**src/rtl/cache_arbiter.sv**
```systemverilog
//------------------------------------------------------------------------------
// Module      : cache_arbiter
// Description : Two-requester front end for a cache controller, with a WAIT
//               timeout and a saturating miss counter. Define CACHE_ARB_RR_EN
//               for round-robin arbitration; otherwise r0 has fixed priority.
// Revision    : 1.0
//------------------------------------------------------------------------------
`default_nettype none

module cache_arbiter #(
    parameter int AW  = 32,
    parameter int DW  = 32,
    parameter int TMO = 255
) (
    input  logic          clk,
    input  logic          reset,
    input  logic          r0_req,
    input  logic [AW-1:0] r0_addr,
    output logic          r0_gnt,
    output logic          r0_done,
    input  logic          r1_req,
    input  logic [AW-1:0] r1_addr,
    output logic          r1_gnt,
    output logic          r1_done,
    output logic [DW-1:0] rd_data,
    output logic          c_req,
    output logic [AW-1:0] c_addr,
    input  logic          c_done,
    input  logic          c_miss,
    input  logic [DW-1:0] c_rdata,
    output logic [15:0]   miss_cnt,
    output logic          tmo_err
);

    typedef enum logic [1:0] {
        ST_IDLE  = 2'd0,
        ST_ISSUE = 2'd1,
        ST_WAIT  = 2'd2
    } state_t;

    localparam logic [7:0] c_tmo_last = 8'(TMO - 1);

    state_t        r_state;
    logic          r_owner;
    logic [AW-1:0] r_addr;
    logic [15:0]   r_miss;
    logic [7:0]    r_cnt;
    logic          r_gnt0;
    logic          r_gnt1;
    logic          r_creq;
    logic          r_tmo;
    logic          w_win;

`ifdef CACHE_ARB_RR_EN
    // r_prio names the requester that wins the next simultaneous request
    logic r_prio;

    assign w_win = r1_req & (~r0_req | r_prio);

    always_ff @(posedge clk) begin
        if (reset) begin
            r_prio <= 1'b0;
        end else if (r_state == ST_IDLE && (r0_req || r1_req)) begin
            r_prio <= ~w_win;
        end
    end
`else
    assign w_win = r1_req & ~r0_req;
`endif

    always_ff @(posedge clk) begin
        if (reset) begin
            r_state <= ST_IDLE;
            r_owner <= 1'b0;
            r_addr  <= '0;
            r_miss  <= '0;
            r_cnt   <= '0;
            r_gnt0  <= 1'b0;
            r_gnt1  <= 1'b0;
            r_creq  <= 1'b0;
            r_tmo   <= 1'b0;
        end else begin
            r_gnt0 <= 1'b0;
            r_gnt1 <= 1'b0;
            r_creq <= 1'b0;
            r_tmo  <= 1'b0;
            if (r_state == ST_WAIT && c_miss && r_miss != 16'hFFFF) begin
                r_miss <= r_miss + 16'd1;
            end
            case (r_state)
                ST_IDLE: begin
                    if (r0_req || r1_req) begin
                        r_state <= ST_ISSUE;
                        r_owner <= w_win;
                        r_addr  <= w_win ? r1_addr : r0_addr;
                        r_gnt0  <= ~w_win;
                        r_gnt1  <= w_win;
                        r_creq  <= 1'b1;
                    end
                end
                ST_ISSUE: begin
                    r_state <= ST_WAIT;
                    r_cnt   <= '0;
                end
                ST_WAIT: begin
                    // a completion on the final timeout cycle still counts as done
                    if (c_done) begin
                        r_state <= ST_IDLE;
                    end else if (r_cnt == c_tmo_last) begin
                        r_state <= ST_IDLE;
                        r_tmo   <= 1'b1;
                    end else begin
                        r_cnt <= r_cnt + 8'd1;
                    end
                end
                default: begin
                    r_state <= ST_IDLE;
                end
            endcase
        end
    end

    assign r0_gnt   = r_gnt0;
    assign r1_gnt   = r_gnt1;
    assign c_req    = r_creq;
    assign c_addr   = r_addr;
    assign miss_cnt = r_miss;
    assign tmo_err  = r_tmo;
    assign rd_data  = c_rdata;
    assign r0_done  = (r_state == ST_WAIT) & ~r_owner & c_done;
    assign r1_done  = (r_state == ST_WAIT) &  r_owner & c_done;

endmodule

`default_nettype wire

```
**config.mk**
```make
export PLATFORM = sky130hd
export DESIGN_NAME = cache_arbiter
export DESIGN_NICKNAME = d
export VERILOG_FILES = /design/src/rtl/cache_arbiter.sv
export SDC_FILE = /design/constraint.sdc
export NUM_CORES = 1
export LEC_CHECK = 0
export CAP_MARGIN = 5
export CORE_MARGIN = 2
export CORE_UTILIZATION = 31
export CTS_CLUSTER_DIAMETER = 80
export CTS_CLUSTER_SIZE = 40
export DETAILED_ROUTE_END_ITERATION = 8
export PLACE_DENSITY = 0.7
export SLEW_MARGIN = 20
export SYNTH_ARGS = -nofsm -noshare
export SYNTH_HDL_FRONTEND = slang
export SYNTH_SLANG_ARGS = --single-unit
```
**constraint.sdc**
```tcl
create_clock -name clk -period 1.8 [get_ports clk]
set_input_delay 0.27 -clock clk [delete_from_list [all_inputs] [get_ports clk]]
set_output_delay 0.27 -clock clk [all_outputs]
set_load 0.05 [all_outputs]
```
==> results of run 1 <==
## power breakdown
| group | internal (W) | switching (W) |
|---|---|---|
| combinational | 0.000367 | 0.000473 |
| sequential | 0.00148 | 0.0000438 |
| clock | 0.000570 | 0.000566 |
| total | 0.00241 | 0.00108 |
## cell usage in the layout, fill, tap and decap left out, types with 7 or more instances in the layout
cell | netlist | final
dfxtp_2 | 0 | 11
o21ai_1 | 7 | 7
clkdlybuf4s50_1 | 0 | 88
a21oi_1 | 17 | 16
clkbuf_8 | 0 | 11
a222oi_1 | 32 | 32
dlymetal6s2s_1 | 0 | 13
inv_1 | 36 | 36
buf_4 | 32 | 39
nand3_1 | 9 | 9
dfxtp_1 | 63 | 52
nor2_1 | 11 | 10
## metal layers
layer / vias to the layer above / track usage (%) / routed length, um
li1: 1380 / - / -
met1: 1338 / 18.9 / 3540
met2: 116 / 23.8 / 3830
met3: 23 / 5.68 / 655
met4: 0 / 6.56 / 183
met5: - / 0 / 0
## repair_timing
item                       CTS  global route
buffers inserted             0             2
resized for setup            2            17
setup endpoints to repair    2            20
gates cloned                 0             0
pin swaps                    0             1
## state kept, by name, summed over array words and instances (netlist names)
register	flops
r1_gnt	1
r_state	2
c_addr	32
miss_cnt	16
tmo_err	1
c_req	1
r0_gnt	1
r_cnt	8
r_owner	1
## path summary, 6_finish.rpt
check	cells past startpoint	to
worst max register to register	5	miss_cnt[14]$_SDFFE_PP0P_
worst max-delay path	1	c_addr[24]
worst min register to register	2	c_addr[17]$_SDFFE_PP0P_
worst min-delay path	2	c_addr[17]$_SDFFE_PP0P_
## cell type report
cell class	instances	area [um2]
clock buffer	11	151
clock inverter	5	32.5
fill	877	4800
inverter	36	135
multi-input combinational	168	1290
sequential	63	1270
tap	129	161
timing repair buffer	146	1450
## stage by stage
step / setup TNS [ns] / power, W
2_1_floorplan: -0.00759 / 0.00219
3_3_place_gp: -0.264 / 0.00238
3_5_place_dp: -0.604 / 0.00239
4_1_cts: 0 / 0.00354
5_1_grt: 0 / 0.00367
6_report: 0 / 0.00350
## logic make-up after synthesis
logic type | share of synthesized area (%)
flip-flops | 42.3
multiplexers | 0.756
AO/OA/AOI/OAI | 22.4
adder cells (fa/ha/maj) | 1.26
buffers and inverters | 15.7
AND/OR/NAND/NOR | 17.5
==> impl_metrics.ini, run 1 <==
[run_status]
outcome = completed

[grt]
antenna_found_initial = 0
grt-ovfl-total = 0
grt_pass1_vias = 2641
track_usage_pct = 15.3
grt_max_degree = 33
grt_pass1_wl_um = 12500

[synthesis]
synth_edf_count = 0
ys.flop_type = dfxtp_1
ys_ff_latch = 63
async_flop_share_pct = 0
synth_cells = 317
yosys_warnings = 0
netlist_area_mm2 = 0.00298
syn_area_per_cell_um2 = 9.40
ys_seq_area_share_pct = 42.3
syn_nets = 422
synthTopCellsByArea = dfxtp_1, a222oi_1, buf_4
synth_common_cells = dfxtp_1, inv_1, a222oi_1, buf_4, a21oi_1
yosysMostFrequentCell = dfxtp_1
synth_top_cell_area_share_pct = 42.3
synth.distinct_cells = 50
yosysTopAreaCell = dfxtp_1

[power_and_ir_drop]
leakage_nw = 2.05
power_density_mw_per_mm2 = 779
vdd_drop_max_uv = 400

[setup_path]
critical-path-top-delay-family = buffers and inverters
path_max_fanout = 2
regToRegStartpoint = miss_cnt[1]$_SDFFE_PP0P_
worst-endpoint-required_ns = 1.53
crit_path_end_kind = output pin
cp_num_buf_inv = 1
worstSetupPathType = register to output pin
crit_slowest_cell = clkdlybuf4s50_1
r2r_slack_ns = 0.11
crit_arrival_ns = 1.48
path_cells = clkdlybuf4s50_1
critPathLaunch = c_addr[24]$_SDFFE_PP0P_
max_stage_delay_ns = 0.81
cp-start-kind = register

[die]
boundaryPins = 188
rows = 35
start_util_pct = 32.1
dieArea_mm2 = 0.0104
dieHeight_um = 102
fp.dieW_um = 102
core_mm2 = 0.00928

[placement]
hpwlAfterDp_um = 5950
place_ws_ns = -0.133
postPlaceCellArea_mm2 = 0.00423
dp.cells = 540
place_congestion = 0.859
portBuffers = 123

[hold_path]
holdCritPathClass = register to register
hold_path.startpoint = c_addr[17]$_SDFFE_PP0P_

[timing]
layout_setup_ws_ns = 0.0477
hold_ws_ns = 0.481
hold_viol_final = 0
tightest_slew_ns = 0.525
rsz0062_at_grt = no
min_period_ns = 1.75
finClkSkew_ns = 0.00929
setup_viol_count_final = 0
drv_slew = 0
fmax_mhz = 571
period_share_pct = 97.4
slew_headroom_pct = 64.9

[route]
ant_nets = 0
first_iter_violations = 216
routed_wl_um = 8210
vias_per_cell = 5.12
vias = 2857
drtPass1Iterations = 7
route.detailed.drc = 0
drt-wirelength-per-cell_um = 14.7

[clocking]
clk_latency_ns = 0.34
cts-root-buf = clkbuf_8
clk_path_buf_depth = 2
clk_pin_slew_ns = 0.07
cts_tree = done
clock-sinks = 63
hold_buffers = 0
cts_buffers = 9
h-tree-depth = 3

[final_layout]
areaGrowthSynthToFinish_pct = 50.6
nNetsFinal = 529
n_antenna_cell = 0
fin_util_pct = 48.3
design_area_mm2 = 0.00449
fin_cells = 558
layout-drive-gt1-share_pct = 21.0

[flow_run]
drv_cap = 0
(Power assumes the default switching activity.)
==> run 2: changes to the inputs <==
CORE_MARGIN = not set   (was 2)
==> run 2 against run 1 <==
  * Sequential share of layout area about the same
  * Clock-buffer cell count increased by 1
  * Largest cell class unchanged
  * Critical path type unchanged
  * Setup slack got worse by 0.0065 ns
  * Utilization about the same
  * Total power increased by 8.1%
  * Wire length increased by 1.8%
  * Combinational power decreased by 0.6%
  * Via count increased by 1.2%
==> impl_metrics.ini, run 2 (synthesized netlist as in run 1, its figures left out) <==
[run_status]
outcome = completed

[route]
first_iter_violations = 194
ant_nets = 0
vias_per_cell = 5.23
vias = 2891
drt-wirelength-per-cell_um = 15.1
route.detailed.drc = 0
drtPass1Iterations = 5
routed_wl_um = 8360

[placement]
portBuffers = 123
hpwlAfterDp_um = 5950
postPlaceCellArea_mm2 = 0.00422
dp.cells = 538
place_congestion = 0.797

[clocking]
cts_buffers = 9
clk_latency_ns = 0.33
cts_tree = done
hold_buffers = 0
h-tree-depth = 3
clk_path_buf_depth = 2
cts-root-buf = clkbuf_8
clk_pin_slew_ns = 0.07
clock-sinks = 63
cts_setup_buffers = 0

[timing]
finClkSkew_ns = 0.0158
rsz0062_at_grt = yes
hold_ws_ns = 0.484
drv_slew = 0
min_period_ns = 1.76
tightest_slew_ns = 0.556
setup_tns_ns = 0
setup_viol_count_final = 0
slew_headroom_pct = 62.9
hold_viol_final = 0
fmax_mhz = 569
period_share_pct = 97.7

[grt]
antenna_found_initial = 0
grt_use_met2_pct = 27.2
grt_pass1_vias = 2659
gr-usage-met3_pct = 4.46
grt_max_degree = 35
grt-ovfl-total = 0
track_usage_pct = 15.9
top_usage_layer = met2
grt_use_met1_pct = 18.9
grt_pass1_wl_um = 12700

[setup_path]
crit_arrival_ns = 1.49
path_max_fanout = 2
critical-path-top-delay-family = buffers and inverters
rr_worst_depth = 6
regToRegStartpoint = r_cnt[0]$_SDFFE_PP0P_
crit_slowest_cell = clkdlybuf4s50_1
worst-endpoint-required_ns = 1.53
path_cells = clkdlybuf4s50_1
max_stage_delay_ns = 0.81
cp-start-kind = register
worstReg2RegEnd = r_cnt[6]$_SDFFE_PP0P_
r2r_slack_ns = 0.10
crit_path_end_kind = output pin
worstSetupPathType = register to output pin
cp_num_buf_inv = 1

[hold_path]
hold_depth = 2
holdCritPathClass = register to register
hold_end = c_addr[6]$_SDFFE_PP0P_
hold_path.startpoint = c_addr[6]$_SDFFE_PP0P_

[final_layout]
n_antenna_cell = 0
layout-drive-gt1-share_pct = 19.6
final.fill_count = 883
seq_area_mm2 = 0.00127
final_cell_mix = clkdlybuf4s50_1, dfxtp_1, inv_1, buf_4, a222oi_1
design_area_mm2 = 0.00449
nNetsFinal = 525
layout_commonest_cell = clkdlybuf4s50_1
largest_reg_flops = 32
areaGrowthSynthToFinish_pct = 50.6
fin_cells = 553
multi_input_comb_area_mm2 = 0.00128
fin_util_pct = 48.4

[die]
fp.dieW_um = 100
dieArea_mm2 = 0.0100
start_util_pct = 32.1
boundaryPins = 188
rows = 35
dieHeight_um = 100
core_mm2 = 0.00928

[power_and_ir_drop]
power_density_mw_per_mm2 = 842
vdd_drop_max_uv = 368
leakage_nw = 1.99

[flow_run]
drv_cap = 0
==> run 2: cell count changes in the layout (fill, tap and decap cells not counted), sizes merged <==
cell | previous run | this run
clkdlybuf4s50 | 88 | 95
dlymetal6s2s | 13 | 9
clkinvlp | 3 | 0
clkinv | 2 | 1
clkbuf | 11 | 12
dlygate4sd2 | 1 | 0
buf | 44 | 38
bufinv | 0 | 2
==> run 2: timing repair <==
| action | in CTS | in global routing |
|---|---|---|
| resized for setup | 1 | 11 |
| pin swaps | 0 | 0 |
| setup endpoints to repair | 1 | 16 |
==> run 2: cell type report <==
class | instances | share of cell area [%]
multi-input cells | 168 | 28.4
clock inverters | 3 | 1.45
inverters | 36 | 3.01
repair buffers | 142 | 31.4
well taps | 129 | 3.60
flip-flops and latches | 63 | 28.4
clock buffers | 12 | 3.68
==> run 2: how the worst max path moves through the flow <==
| stage | start | to | slack, ns | cells after the start |
|---|---|---|---|---|
| global placement | c_miss | miss_cnt[11]$_SDFFE_PP0P_ | -0.16 | 5 |
| CTS | c_addr[20]$_SDFFE_PP0P_ | c_addr[20] | 0.003 | 1 |
| floorplan | miss_cnt[6]$_SDFFE_PP0P_ | miss_cnt[14]$_SDFFE_PP0P_ | -0.008 | 4 |
| finish | c_addr[19]$_SDFFE_PP0P_ | c_addr[19] | 0.04 | 1 |
| global route | r_cnt[0]$_SDFFE_PP0P_ | r_cnt[4]$_SDFFE_PP0P_ | -0.01 | 6 |
| detailed placement | c_miss | miss_cnt[11]$_SDFFE_PP0P_ | -0.20 | 5 |
==> run 2: routing by layer <==
layer / routed length, um / share of wire (%)
met5: 0 / 0
met4: 155 / 1.9
met1: 3470 / 42
met2: 4130 / 49
met3: 597 / 7.1
==> run 2: through the flow <==
step / total power [W] / setup slack, ns
2_1_floorplan: 0.00219 / -0.00759
3_3_place_gp: 0.00237 / -0.155
3_5_place_dp: 0.00239 / -0.197
4_1_cts: 0.00383 / 0.00262
5_1_grt: 0.00396 / -0.0128
6_report: 0.00378 / 0.0412
==> run 2: power breakdown <==
| group | switching [W] | internal [W] | leakage (nW) |
|---|---|---|---|
| registers | 0.0000433 | 0.00148 | 0.520 |
| logic | 0.000473 | 0.000361 | 1.35 |
| clock network | 0.000539 | 0.000884 | 0.118 |
| total | 0.00106 | 0.00272 | 1.99 |
